===== config.mk =====
export PLATFORM = sky130hd
export DESIGN_NAME = pipe_stage_reg
export DESIGN_NICKNAME = d
export VERILOG_FILES = /design/src/rtl/pipe_stage_reg_pkg.sv /design/src/rtl/pipe_stage_reg_slot.sv /design/src/rtl/pipe_stage_reg.sv
export SDC_FILE = /design/constraint.sdc
export NUM_CORES = 1
export LEC_CHECK = 0
export CAP_MARGIN = 20
export CELL_PAD_IN_SITES_DETAIL_PLACEMENT = 1
export CELL_PAD_IN_SITES_GLOBAL_PLACEMENT = 2
export CORE_ASPECT_RATIO = 1.2
export CORE_MARGIN = 3
export CORE_UTILIZATION = 38
export DETAILED_ROUTE_END_ITERATION = 8
export GPL_ROUTABILITY_DRIVEN = 0
export PLACE_DENSITY = 0.84
export SLEW_MARGIN = 5
export SYNTH_ARGS = -nofsm -noshare
export SYNTH_HDL_FRONTEND = slang
export SYNTH_HIERARCHICAL = 1
export SYNTH_SLANG_ARGS = --single-unit

===== constraint.sdc =====
create_clock -name cpu_clk_50M -period 18.66 [get_ports cpu_clk_50M]
set_input_delay 3.732 -clock cpu_clk_50M [delete_from_list [all_inputs] [get_ports cpu_clk_50M]]
set_output_delay 3.732 -clock cpu_clk_50M [all_outputs]
set_load 0.01 [all_outputs]

===== src/rtl/pipe_stage_reg_pkg.sv =====
// pipe_stage_reg_pkg: shared widths and NOP payloads for the MiniMIPS32 stage registers.
package pipe_stage_reg_pkg;
  localparam int OCC_W = 2;
  localparam int IFID_W = 64;
  localparam int IDEXE_W = 128;
  localparam int EXEMEM_W = 96;
  localparam int MEMWB_W = 72;
  // SLL $0,$0,0 encodes as all zeros; write-enable bits in each payload are zero too
  localparam logic [31:0] SLL_NOP = 32'h0000_0000;
  localparam logic [IFID_W-1:0] IFID_NOP = {{(IFID_W-32){1'b0}}, SLL_NOP};
  localparam logic [IDEXE_W-1:0] IDEXE_NOP = '0;
  localparam logic [EXEMEM_W-1:0] EXEMEM_NOP = '0;
  localparam logic [MEMWB_W-1:0] MEMWB_NOP = '0;
  typedef enum logic [OCC_W-1:0] {
    OCC_EMPTY = 2'd0,
    OCC_ONE = 2'd1,
    OCC_FULL = 2'd2
  } occ_e;
endpackage


===== src/rtl/pipe_stage_reg_slot.sv =====
// pipe_slot: W-bit data register with a reset-only valid flop and load/clear enables.
module pipe_slot #(
  parameter int W = 32
) (
  input  logic         clk_i,
  input  logic         rst_i,
  input  logic         ld_i,
  input  logic         clr_i,
  input  logic [W-1:0] d_i,
  output logic         vld_o,
  output logic [W-1:0] q_o
);
  logic         valid_q, valid_d;
  logic [W-1:0] data_q, data_d;
  always_comb begin
    valid_d = clr_i ? 1'b0 : ld_i ? 1'b1 : valid_q;
    data_d = ld_i ? d_i : data_q;
  end
  always_ff @(posedge clk_i or posedge rst_i) begin
    if (rst_i) valid_q <= 1'b0;
    else valid_q <= valid_d;
  end
  always_ff @(posedge clk_i) begin
    data_q <= data_d;
  end
  assign vld_o = valid_q;
  assign q_o = data_q;
endmodule


===== src/rtl/pipe_stage_reg.sv =====
// pipe_stage_reg: valid/ready pipeline register with flush and optional two-entry skid buffer.
module pipe_stage_reg
  import pipe_stage_reg_pkg::*;
#(
  parameter int          W         = 128,
  parameter logic [W-1:0] NOP_VALUE = '0,
  parameter bit          SKID      = 1'b1
) (
  input  logic             cpu_clk_50M,
  input  logic             cpu_rst,
  input  logic             flush,
  input  logic             in_valid,
  output logic             in_ready,
  input  logic [W-1:0]     in_data,
  output logic             out_valid,
  input  logic             out_ready,
  output logic [W-1:0]     out_data,
  output logic [OCC_W-1:0] occupancy
);
  logic         main_v, skid_v, in_fire, out_fire, main_ld, main_clr;
  logic [W-1:0] main_data, skid_data, main_din;
  assign in_fire = in_valid & in_ready;
  assign out_fire = main_v & out_ready;
  // skid is always the younger entry, so it refills main when main drains
  assign main_din = skid_v ? skid_data : in_data;
  assign main_ld = !flush & (skid_v ? out_fire : in_fire & (!main_v | out_fire));
  assign main_clr = flush | (out_fire & !skid_v & !in_fire);
  pipe_slot #(.W(W)) u_main (
    .clk_i(cpu_clk_50M),
    .rst_i(cpu_rst),
    .ld_i (main_ld),
    .clr_i(main_clr),
    .d_i  (main_din),
    .vld_o(main_v),
    .q_o  (main_data)
  );
  generate
    if (SKID) begin : g_skid
      logic skid_ld, skid_clr;
      assign skid_ld = !flush & main_v & !skid_v & in_fire & !out_fire;
      assign skid_clr = flush | (skid_v & out_fire);
      pipe_slot #(.W(W)) u_skid (
        .clk_i(cpu_clk_50M),
        .rst_i(cpu_rst),
        .ld_i (skid_ld),
        .clr_i(skid_clr),
        .d_i  (in_data),
        .vld_o(skid_v),
        .q_o  (skid_data)
      );
      assign in_ready = !skid_v;
    end else begin : g_noskid
      assign skid_v = 1'b0;
      assign skid_data = '0;
      assign in_ready = !main_v | out_ready;
    end
  endgenerate
  assign out_valid = main_v;
  assign out_data = main_v ? main_data : NOP_VALUE;
  assign occupancy = OCC_W'(main_v) + OCC_W'(skid_v);
endmodule


==> flow_summary.json, run 1 <==
{
  "outcome": "completed",
  "die_h_um": 186.5,
  "clockBufferDepth": 3,
  "crit_chain": "clkdlybuf4s50_1, nand2_1, a221oi_4, buf_4, buf_4",
  "grt_max_degree": 137,
  "drv_cap": 0,
  "drc": 0,
  "crit_required_ps": 18790,
  "clk_pin_slew_worst_paths_ps": 60,
  "yosysWarnings": 6,
  "hold_buffers": 0,
  "end_kind": "flip-flop",
  "synthCells": 557,
  "cts_tree": "done",
  "syn_nets": 691,
  "r2r_end": "u_main/q_o[21]",
  "slew_viol_final": 0,
  "clock_latency_ps": 520,
  "worstPathArrival_ps": 6290,
  "gr-total-overflow": 0,
  "min_period_over_period": 0.3303,
  "critical-path-top-delay-family": "buffers and inverters",
  "crit_buf_inv": 3,
  "rows": 65,
  "nets": 961,
  "fin_skew_ps": 14.55,
  "cp_common_cell": "buf_4",
  "drive_above_1_share": 0.2116,
  "period_needed_ps": 6163,
  "p_leak_nw": 4.756,
  "endpoint": "u_main/q_o[21]",
  "synth.largest_area_cell": "edfxtp_1",
  "grt_pass1_wl_mm": 37.90,
  "ys_types": 19,
  "crit_cells": 5,
  "cts_resized": 0,
  "criticalPathCategory": "primary input to flip-flop",
  "rr_startpoint": "u_main/vld_o",
  "drtAntennaViolNets": 0,
  "synth-seq-cells": 258,
  "vias": 5754,
  "boundaryPins": 265,
  "r2r_cells": 5,
  "vdd_drop_max_mv": 0.05568,
  "syn_area_per_cell_um2": 18.52,
  "cp_max_fo": 68,
  "synth_area_um2": 10320,
  "grtUsageTotal": 0.1650,
  "p_per_area_nw_per_um2": 91.86,
  "startpoint": "out_ready",
  "cts_setup_buffers": 0,
  "routedWlPerCell_um": 20.97,
  "core_um2": 26510,
  "hold_viol_final": 0,
  "max_slew_margin": 0.3594,
  "timing.fmax_mhz": 162.3,
  "synth_seq_area_share": 0.7500,
  "max_stage_delay_ps": 860,
  "rrSetupSlack_ps": 15050,
  "dp_hpwl_mm": 16.33,
  "cp_slowest_cell": "buf_4",
  "io_buffers": 264,
  "drt_iter0_drc": 259,
  "yosys-top-cells-area": "edfxtp_1, mux2_2, and2_1",
  "dieArea_um2": 29170,
  "tns_ps": 0,
  "die_width_um": 156.4,
  "yosys.area.top_type_share": 0.7452,
  "clock_sinks": 258,
  "first_pass_iters": 4,
  "grt_pass1_vias": 6395,
  "antenna_found_initial": 4,
  "htree_levels": 1,
  "hold_class": "flip-flop to flip-flop",
  "viasPerCell": 4.860,
  "cts_buffers": 26,
  "totalWireLength_mm": 24.82,
  "holdWs_ps": 543.9,
  "worst_pin_slew_ps": 961.0,
  "cp-start-kind": "primary input",
  "area_growth_pct": 37.27,
  "rsz0062_at_grt": "no",
  "root_buffer": "clkbuf_16",
  "setup_viol": 0,
  "start_util": 0.3891
}
[final cells by class]
cell class                 instances  area [µm²]
antenna                            3       7.507
multi-input combinational        266        2379
clock inverter                    18       157.7
timing repair buffer             271        2755
sequential                       258        7745
tap                              335       419.2
fill                            2447       12350
clock buffer                      29       683.2
inverter                           4       15.01
[state kept, by name (all words and copies together) (netlist names)]
name                 cells
u_main/vld_o             1
u_main/q_o             128
g_skid.u_skid/vld_o      1
g_skid.u_skid/q_o      128
[cells in the final DEF, fill, tap and decap left out, types with 2 or more instances in the layout]
cell / n
edfxtp_1: 256
clkinv_1: 6
inv_1: 4
dfrtp_4: 2
and2_1: 128
buf_16: 3
clkinv_2: 9
buf_4: 4
mux2_2: 119
clkdlybuf4s50_1: 264
bufinv_16: 3
mux2_4: 9
clkbuf_16: 27
diode_2: 3
clkbuf_1: 2
o21ba_1: 2
[Yosys cell counts]
cell      count
edfxtp_1    256
and2_1      128
mux2_2      119
clkbuf_1     11
buf_6        10
mux2_4        9
buf_2         6
inv_1         4
buf_4         2
dfrtp_1       2
o21ba_1       2
a221oi_2      1
a31o_2        1
a41o_1        1
and4_1        1
ha_1          1
nand2_1       1
nor2_1        1
or2_0         1
[kinds of logic after synthesis]
kind of cell | count (synthesis) | share of synthesized area
buf+inv | 33 | 0.02074
mux | 128 | 0.1430
flops | 258 | 0.7500
fa+ha+maj | 1 | 0.001213
compound gates | 5 | 0.005215
simple gates | 132 | 0.07981
[power breakdown]
part / internal, mW / switching, mW
combinational: 0.0693 / 0.0477
clock: 0.303 / 0.213
sequential: 0.660 / 0.00762
total: 1.03 / 0.268
[per-stage QoR]
stage	cell area (µm²)	util	setup WS (ps)	std cells	total power, mW
6_report	14160	0.5341	12500	1184	1.301
5_1_grt	14160	0.5341	12360	1184	1.351
4_1_cts	14070	0.5307	12270	1178	1.318
3_5_place_dp	13230	0.4990	11920	1131	0.7975
3_3_place_gp	13230	0.4990	12030	1131	0.7923
2_1_floorplan	10320	-	8648	557	0.7258
[worst min path at each step]
stage / start / to / slack [ps] / cells after the start
finish: g_skid.u_skid/q_o[2] / u_main/q_o[2] / 540 / 1
global route: g_skid.u_skid/q_o[56] / u_main/q_o[56] / 560 / 1
CTS: g_skid.u_skid/q_o[2] / u_main/q_o[2] / 550 / 1
detailed placement: g_skid.u_skid/q_o[93] / u_main/q_o[93] / 530 / 1
global placement: g_skid.u_skid/q_o[104] / u_main/q_o[104] / 530 / 1
floorplan: g_skid.u_skid/vld_o / g_skid.u_skid/vld_o / 490 / 1
[worst register-to-register path: cells and delay by family, from the launching register on]
family | cells | cell delay [ps]
and+or+nand+nor | 1 | 320
DFF | 1 | 690
buffers and inverters | 3 | 1900
AOI/OAI and AO/OA | 1 | 260
[layer usage]
metal	track usage	routed length, µm	vias up
li1	-	-	2631
met1	0.2053	9974	2911
met2	0.2922	13120	178
met3	0.03085	1286	32
met4	0.04682	432	2
met5	0	9	-
(Power assumes the default switching activity.)
==> run 2, diff against run 1 <==
--- a/config.mk
+++ b/config.mk
@@ -10,10 +10,10 @@
 export CELL_PAD_IN_SITES_GLOBAL_PLACEMENT = 2
 export CORE_ASPECT_RATIO = 1.2
 export CORE_MARGIN = 3
-export CORE_UTILIZATION = 38
+export CORE_UTILIZATION = 35
 export DETAILED_ROUTE_END_ITERATION = 8
 export GPL_ROUTABILITY_DRIVEN = 0
-export PLACE_DENSITY = 0.84
+export PLACE_DENSITY = 0.78
 export SLEW_MARGIN = 5
 export SYNTH_ARGS = -nofsm -noshare
 export SYNTH_HDL_FRONTEND = slang
==> constraint.sdc (replaced) <==
create_clock -name cpu_clk_50M -period 5.76 [get_ports cpu_clk_50M]
set_input_delay 1.152 -clock cpu_clk_50M [delete_from_list [all_inputs] [get_ports cpu_clk_50M]]
set_output_delay 1.152 -clock cpu_clk_50M [all_outputs]
set_load 0.01 [all_outputs]
==> run 2 against run 1 <==
Critical endpoint is now in_ready; global-route usage is 1.7 points lower; routed wire length shrank 1.2%; combinational power rose to 3.2 times the previous value; clock power grew to 3.4 times the previous value; worst hold slack worse by 0.59 ps; highest routed layer unchanged; first-iteration DRC count rose by 23%; power grew to 3.3 times the previous value; sequential cell count unchanged; clock-buffer cell count unchanged; final cell count increased by 4.1%.
==> flow_summary.json, run 2 (synthesis gave the netlist of run 1 again) <==
{
  "rrSetupSlack_ps": 2610,
  "whs_endpoint": "u_main/q_o[104]",
  "p_total_mw": 4.305,
  "cts_tree": "done",
  "tns_ps": 0,
  "hold_viol_final": 0,
  "max_stage_delay_ps": 740,
  "dpl_cell_area_um2": 13320,
  "drv_cap": 0,
  "p_per_area_nw_per_um2": 302.1,
  "slew_viol_final": 0,
  "num-fill-cells": 2759,
  "r2r_cells": 4,
  "min_from": "g_skid.u_skid/q_o[104]",
  "first_pass_iters": 4,
  "rows": 68,
  "viasPerCell": 4.606,
  "grt_max_degree": 137,
  "whs_path_depth": 1,
  "grt_pass1_wl_mm": 37.14,
  "fin_skew_ps": 9.652,
  "setup_viol": 0,
  "max_slew_margin": 0.4588,
  "antenna_found_initial": 2,
  "final_cell_mix": "clkdlybuf4s50_1, edfxtp_1, and2_1",
  "io_buffers": 264,
  "dp_hpwl_mm": 15.59,
  "vias": 5674,
  "fin_cells": 1232,
  "drive_above_1_share": 0.2137,
  "area_growth_pct": 38.12,
  "end_kind": "output pin",
  "rsz0062_at_grt": "no",
  "clock_sinks": 258,
  "cp_max_fo": 49,
  "worst_pin_slew_ps": 811.7,
  "boundaryPins": 265,
  "htree_levels": 1,
  "drt_iter0_drc": 318,
  "core_um2": 28930,
  "cts_buffers": 27,
  "dieArea_um2": 31580,
  "cts_setup_buffers": 0,
  "gr-total-overflow": 0,
  "period_needed_ps": 3915,
  "cts_resized": 0,
  "rr_startpoint": "g_skid.u_skid/vld_o",
  "die_h_um": 194.1,
  "crit_required_ps": 4610,
  "min_period_over_period": 0.6798,
  "numPlacedInstances": 1181,
  "clk_pin_slew_worst_paths_ps": 70,
  "vdd_drop_max_mv": 0.2027,
  "r2r_end": "u_main/q_o[85]",
  "clockBufferDepth": 3,
  "p_leak_nw": 4.750,
  "final_common_cell": "clkdlybuf4s50_1",
  "grtUsageTotal": 0.1481,
  "die_width_um": 162.7,
  "hold_class": "flip-flop to flip-flop",
  "drtAntennaViolNets": 0,
  "design_area_um2": 14250,
  "routedWlPerCell_um": 19.90,
  "multi_input_area_um2": 2379,
  "drc": 0,
  "worstPathArrival_ps": 2760,
  "timing.fmax_mhz": 255.4,
  "diodes": 0,
  "totalWireLength_mm": 24.52,
  "clock_latency_ps": 520,
  "nets": 960,
  "criticalPathCategory": "flip-flop to output pin",
  "cp_slowest_cell": "dfrtp_4",
  "grt_pass1_vias": 6322,
  "register_area_um2": 7745,
  "outcome": "completed",
  "root_buffer": "clkbuf_16",
  "cp-start-kind": "flip-flop",
  "final_core_util": 0.4926,
  "start_util": 0.3566,
  "crit_chain": "buf_4, inv_1, clkdlybuf4s50_1",
  "hold_buffers": 0
}
run 2: cell count changes in the layout (fill, tap and decap cells not counted), sizes merged:
cell	delta
inv	+2
bufinv	+1
buf	-2
clkinvlp	+4
diode	-3
clkinv	-4
run 2: area by class of cell:
cell class                 count  share of cell area
inverter                       4            0.001054
timing repair buffer         269              0.1913
multi-input combinational    266              0.1669
clock buffer                  29             0.04795
tap                          385             0.03381
sequential                   258              0.5436
clock inverter                21             0.01545
run 2: critical path, delay by kind of cell (launching register included):
kind / cells / cell delay (ps)
flip-flops: 1 / 740
buffers and inverters: 3 / 1440
run 2: report_power, final:
part | total [mW] | internal, mW | leakage (nW) | switching (mW)
clock | 1.77 | 1.04 | 0.433 | 0.723
sequential | 2.16 | 2.14 | 2.37 | 0.0224
combinational | 0.378 | 0.224 | 1.95 | 0.154
total | 4.30 | 3.41 | 4.75 | 0.899
run 2: per-stage QoR:
stage / hold WS [ps] / setup slack [ps]
finish: 543.3 / 1845
global route: 558.9 / 1665
CTS: 547.2 / 1767
detailed placement: 532.2 / 2345
global placement: 529.5 / 2416
floorplan: 492.5 / 732.8
run 2: layer usage:
layer	GRT usage	routed length (µm)
met4	0.02695	318
met5	0	34
met3	0.03782	1617
met2	0.2566	12240
met1	0.1894	10300
run 2: how the worst max path moves through the flow:
stage	start	to	slack, ps	depth (start not counted)
global placement	g_skid.u_skid/vld_o	in_ready	2420	3
floorplan	out_ready	u_main/q_o[0]	730	2
CTS	g_skid.u_skid/vld_o	in_ready	1770	3
finish	g_skid.u_skid/vld_o	in_ready	1840	3
global route	g_skid.u_skid/vld_o	in_ready	1670	3
detailed placement	g_skid.u_skid/vld_o	in_ready	2340	3
==> run 3, diff against run 2 <==
--- a/config.mk
+++ b/config.mk
@@ -10,10 +10,10 @@
 export CELL_PAD_IN_SITES_GLOBAL_PLACEMENT = 2
 export CORE_ASPECT_RATIO = 1.2
 export CORE_MARGIN = 3
-export CORE_UTILIZATION = 35
+export CORE_UTILIZATION = 31
 export DETAILED_ROUTE_END_ITERATION = 8
 export GPL_ROUTABILITY_DRIVEN = 0
-export PLACE_DENSITY = 0.78
+export PLACE_DENSITY = 0.73
 export SLEW_MARGIN = 5
 export SYNTH_ARGS = -nofsm -noshare
 export SYNTH_HDL_FRONTEND = slang
==> constraint.sdc (replaced) <==
create_clock -name cpu_clk_50M -period 3.3 [get_ports cpu_clk_50M]
set_input_delay 0.66 -clock cpu_clk_50M [delete_from_list [all_inputs] [get_ports cpu_clk_50M]]
set_output_delay 0.66 -clock cpu_clk_50M [all_outputs]
set_load 0.01 [all_outputs]
==> run 3 against run 2 <==
Clock skew is 3.3 ps higher; non-clock buffer count is 3 higher; power is 67% higher; combinational power is 75% higher; clock-buffer cell count is 12 higher; setup slack worse by 1400 ps; global-route usage is 1.8 points lower; critical path depth stayed put; via count is 0.21% higher; first-iteration DRC count is 8.2% higher; critical path type unchanged; critical endpoint is now out_data[111].
==> flow_summary.json, run 3 (synthesis gave the netlist of run 1 again) <==
{
  "outcome": "completed",
  "hold_class": "primary input to asynchronous set/reset pin",
  "dieArea_um2": 35510,
  "clock_latency_ps": 520,
  "p_per_area_nw_per_um2": 504.2,
  "routedWlPerCell_um": 18.52,
  "max_slew_margin": 0.3883,
  "first_pass_iters": 4,
  "timing.fmax_mhz": 349.9,
  "worst_pin_slew_ps": 917.6,
  "setup_viol": 0,
  "fin_skew_ps": 12.97,
  "root_buffer": "clkbuf_16",
  "clk_pin_slew_worst_paths_ps": 60,
  "core_um2": 32520,
  "dp_slack_ps": 665.4,
  "drv_cap": 0,
  "nets": 963,
  "drc": 0,
  "area_growth_pct": 38.58,
  "rows": 72,
  "fin_ws_ps": 442.2,
  "crit_required_ps": 2640,
  "tns_ps": 0,
  "start_util": 0.3172,
  "htree_levels": 1,
  "die_width_um": 172.5,
  "totalWireLength_mm": 23.89,
  "drive_above_1_share": 0.2080,
  "worstPathArrival_ps": 2200,
  "period_needed_ps": 2858,
  "drtAntennaViolNets": 0,
  "vias": 5686,
  "p_leak_nw": 4.736,
  "cts_setup_buffers": 0,
  "min_period_over_period": 0.8660,
  "final_core_util": 0.4396,
  "rsz0062_at_grt": "no",
  "antenna_found_initial": 1,
  "clockBufferDepth": 3,
  "die_h_um": 205.8,
  "dpl_cell_area_um2": 13500,
  "vdd_drop_max_mv": 0.3043,
  "cp_max_fo": 63,
  "cts_resized": 0,
  "boundaryPins": 265,
  "grt_max_degree": 111,
  "grtUsageTotal": 0.1303,
  "hold_buffers": 0,
  "end_kind": "output pin",
  "clock_sinks": 258,
  "cp-start-kind": "flip-flop",
  "gr-total-overflow": 0,
  "viasPerCell": 4.408,
  "grt_pass1_wl_mm": 36.53,
  "cts_buffers": 27,
  "grt_pass1_vias": 6265,
  "diodes": 0,
  "final_common_cell": "clkdlybuf4s50_1",
  "drt_iter0_drc": 344,
  "hold_viol_final": 0,
  "cts_tree": "done",
  "p_total_mw": 7.208,
  "final_cell_mix": "clkdlybuf4s50_1, edfxtp_1, and2_1",
  "criticalPathCategory": "flip-flop to output pin",
  "rrSetupSlack_ps": 1070,
  "dp_hpwl_mm": 15.60,
  "design_area_um2": 14300,
  "slew_viol_final": 0,
  "io_buffers": 264
}
## run 3: cell types whose count changed in the layout (fill, tap and decap cells not counted), sizes merged
cell      change
bufinv        -4
buf           +3
clkinvlp      -4
clkinv        -6
clkbuf       +12
inv           -2
## run 3: path summary, 6_finish.rpt
kind / start / to / depth (start not counted)
setup / recovery: u_main/vld_o / out_data[111] / 3
hold / removal: cpu_rst / g_skid.u_skid/vld_o / 2
setup reg to reg: g_skid.u_skid/vld_o / u_main/q_o[115] / 3
hold reg to reg: g_skid.u_skid/q_o[125] / u_main/q_o[125] / 1
max in group asynchronous: cpu_rst / u_main/vld_o / 2
min in group cpu_clk_50M: g_skid.u_skid/q_o[125] / u_main/q_o[125] / 1
## run 3: final cells by class
cell class	instances	area, µm²
multi-input combinational	266	2379
inverter	4	27.53
tap	444	555.5
clock inverter	5	21.27
timing repair buffer	272	2790
clock buffer	41	778.2
sequential	258	7745
fill	3199	18230
## run 3: through the flow
step	cells	hold slack [ps]
final	1290	299.5
after global routing	1290	288.1
after CTS	1290	272.4
after detailed placement	1244	533.1
after global placement	1244	526.4
after floorplan	557	388.7
## run 3: worst max-delay path, stage by stage, from the launching register on
cell and delay (ps):
dfrtp_4 620, buf_12 260, and2_1 200, clkdlybuf4s50_1 550
## run 3: layer usage
metal,GRT usage,routed length [µm],up-vias
met5,0,11,-
met4,0.03130,472,2
met3,0.03931,1675,34
met2,0.2345,12170,169
met1,0.1535,9561,2850
li1,-,-,2631
## run 3: power by group
part / internal (mW) / switching (mW)
clock network: 1.61 / 1.17
registers: 3.73 / 0.0329
logic: 0.398 / 0.264
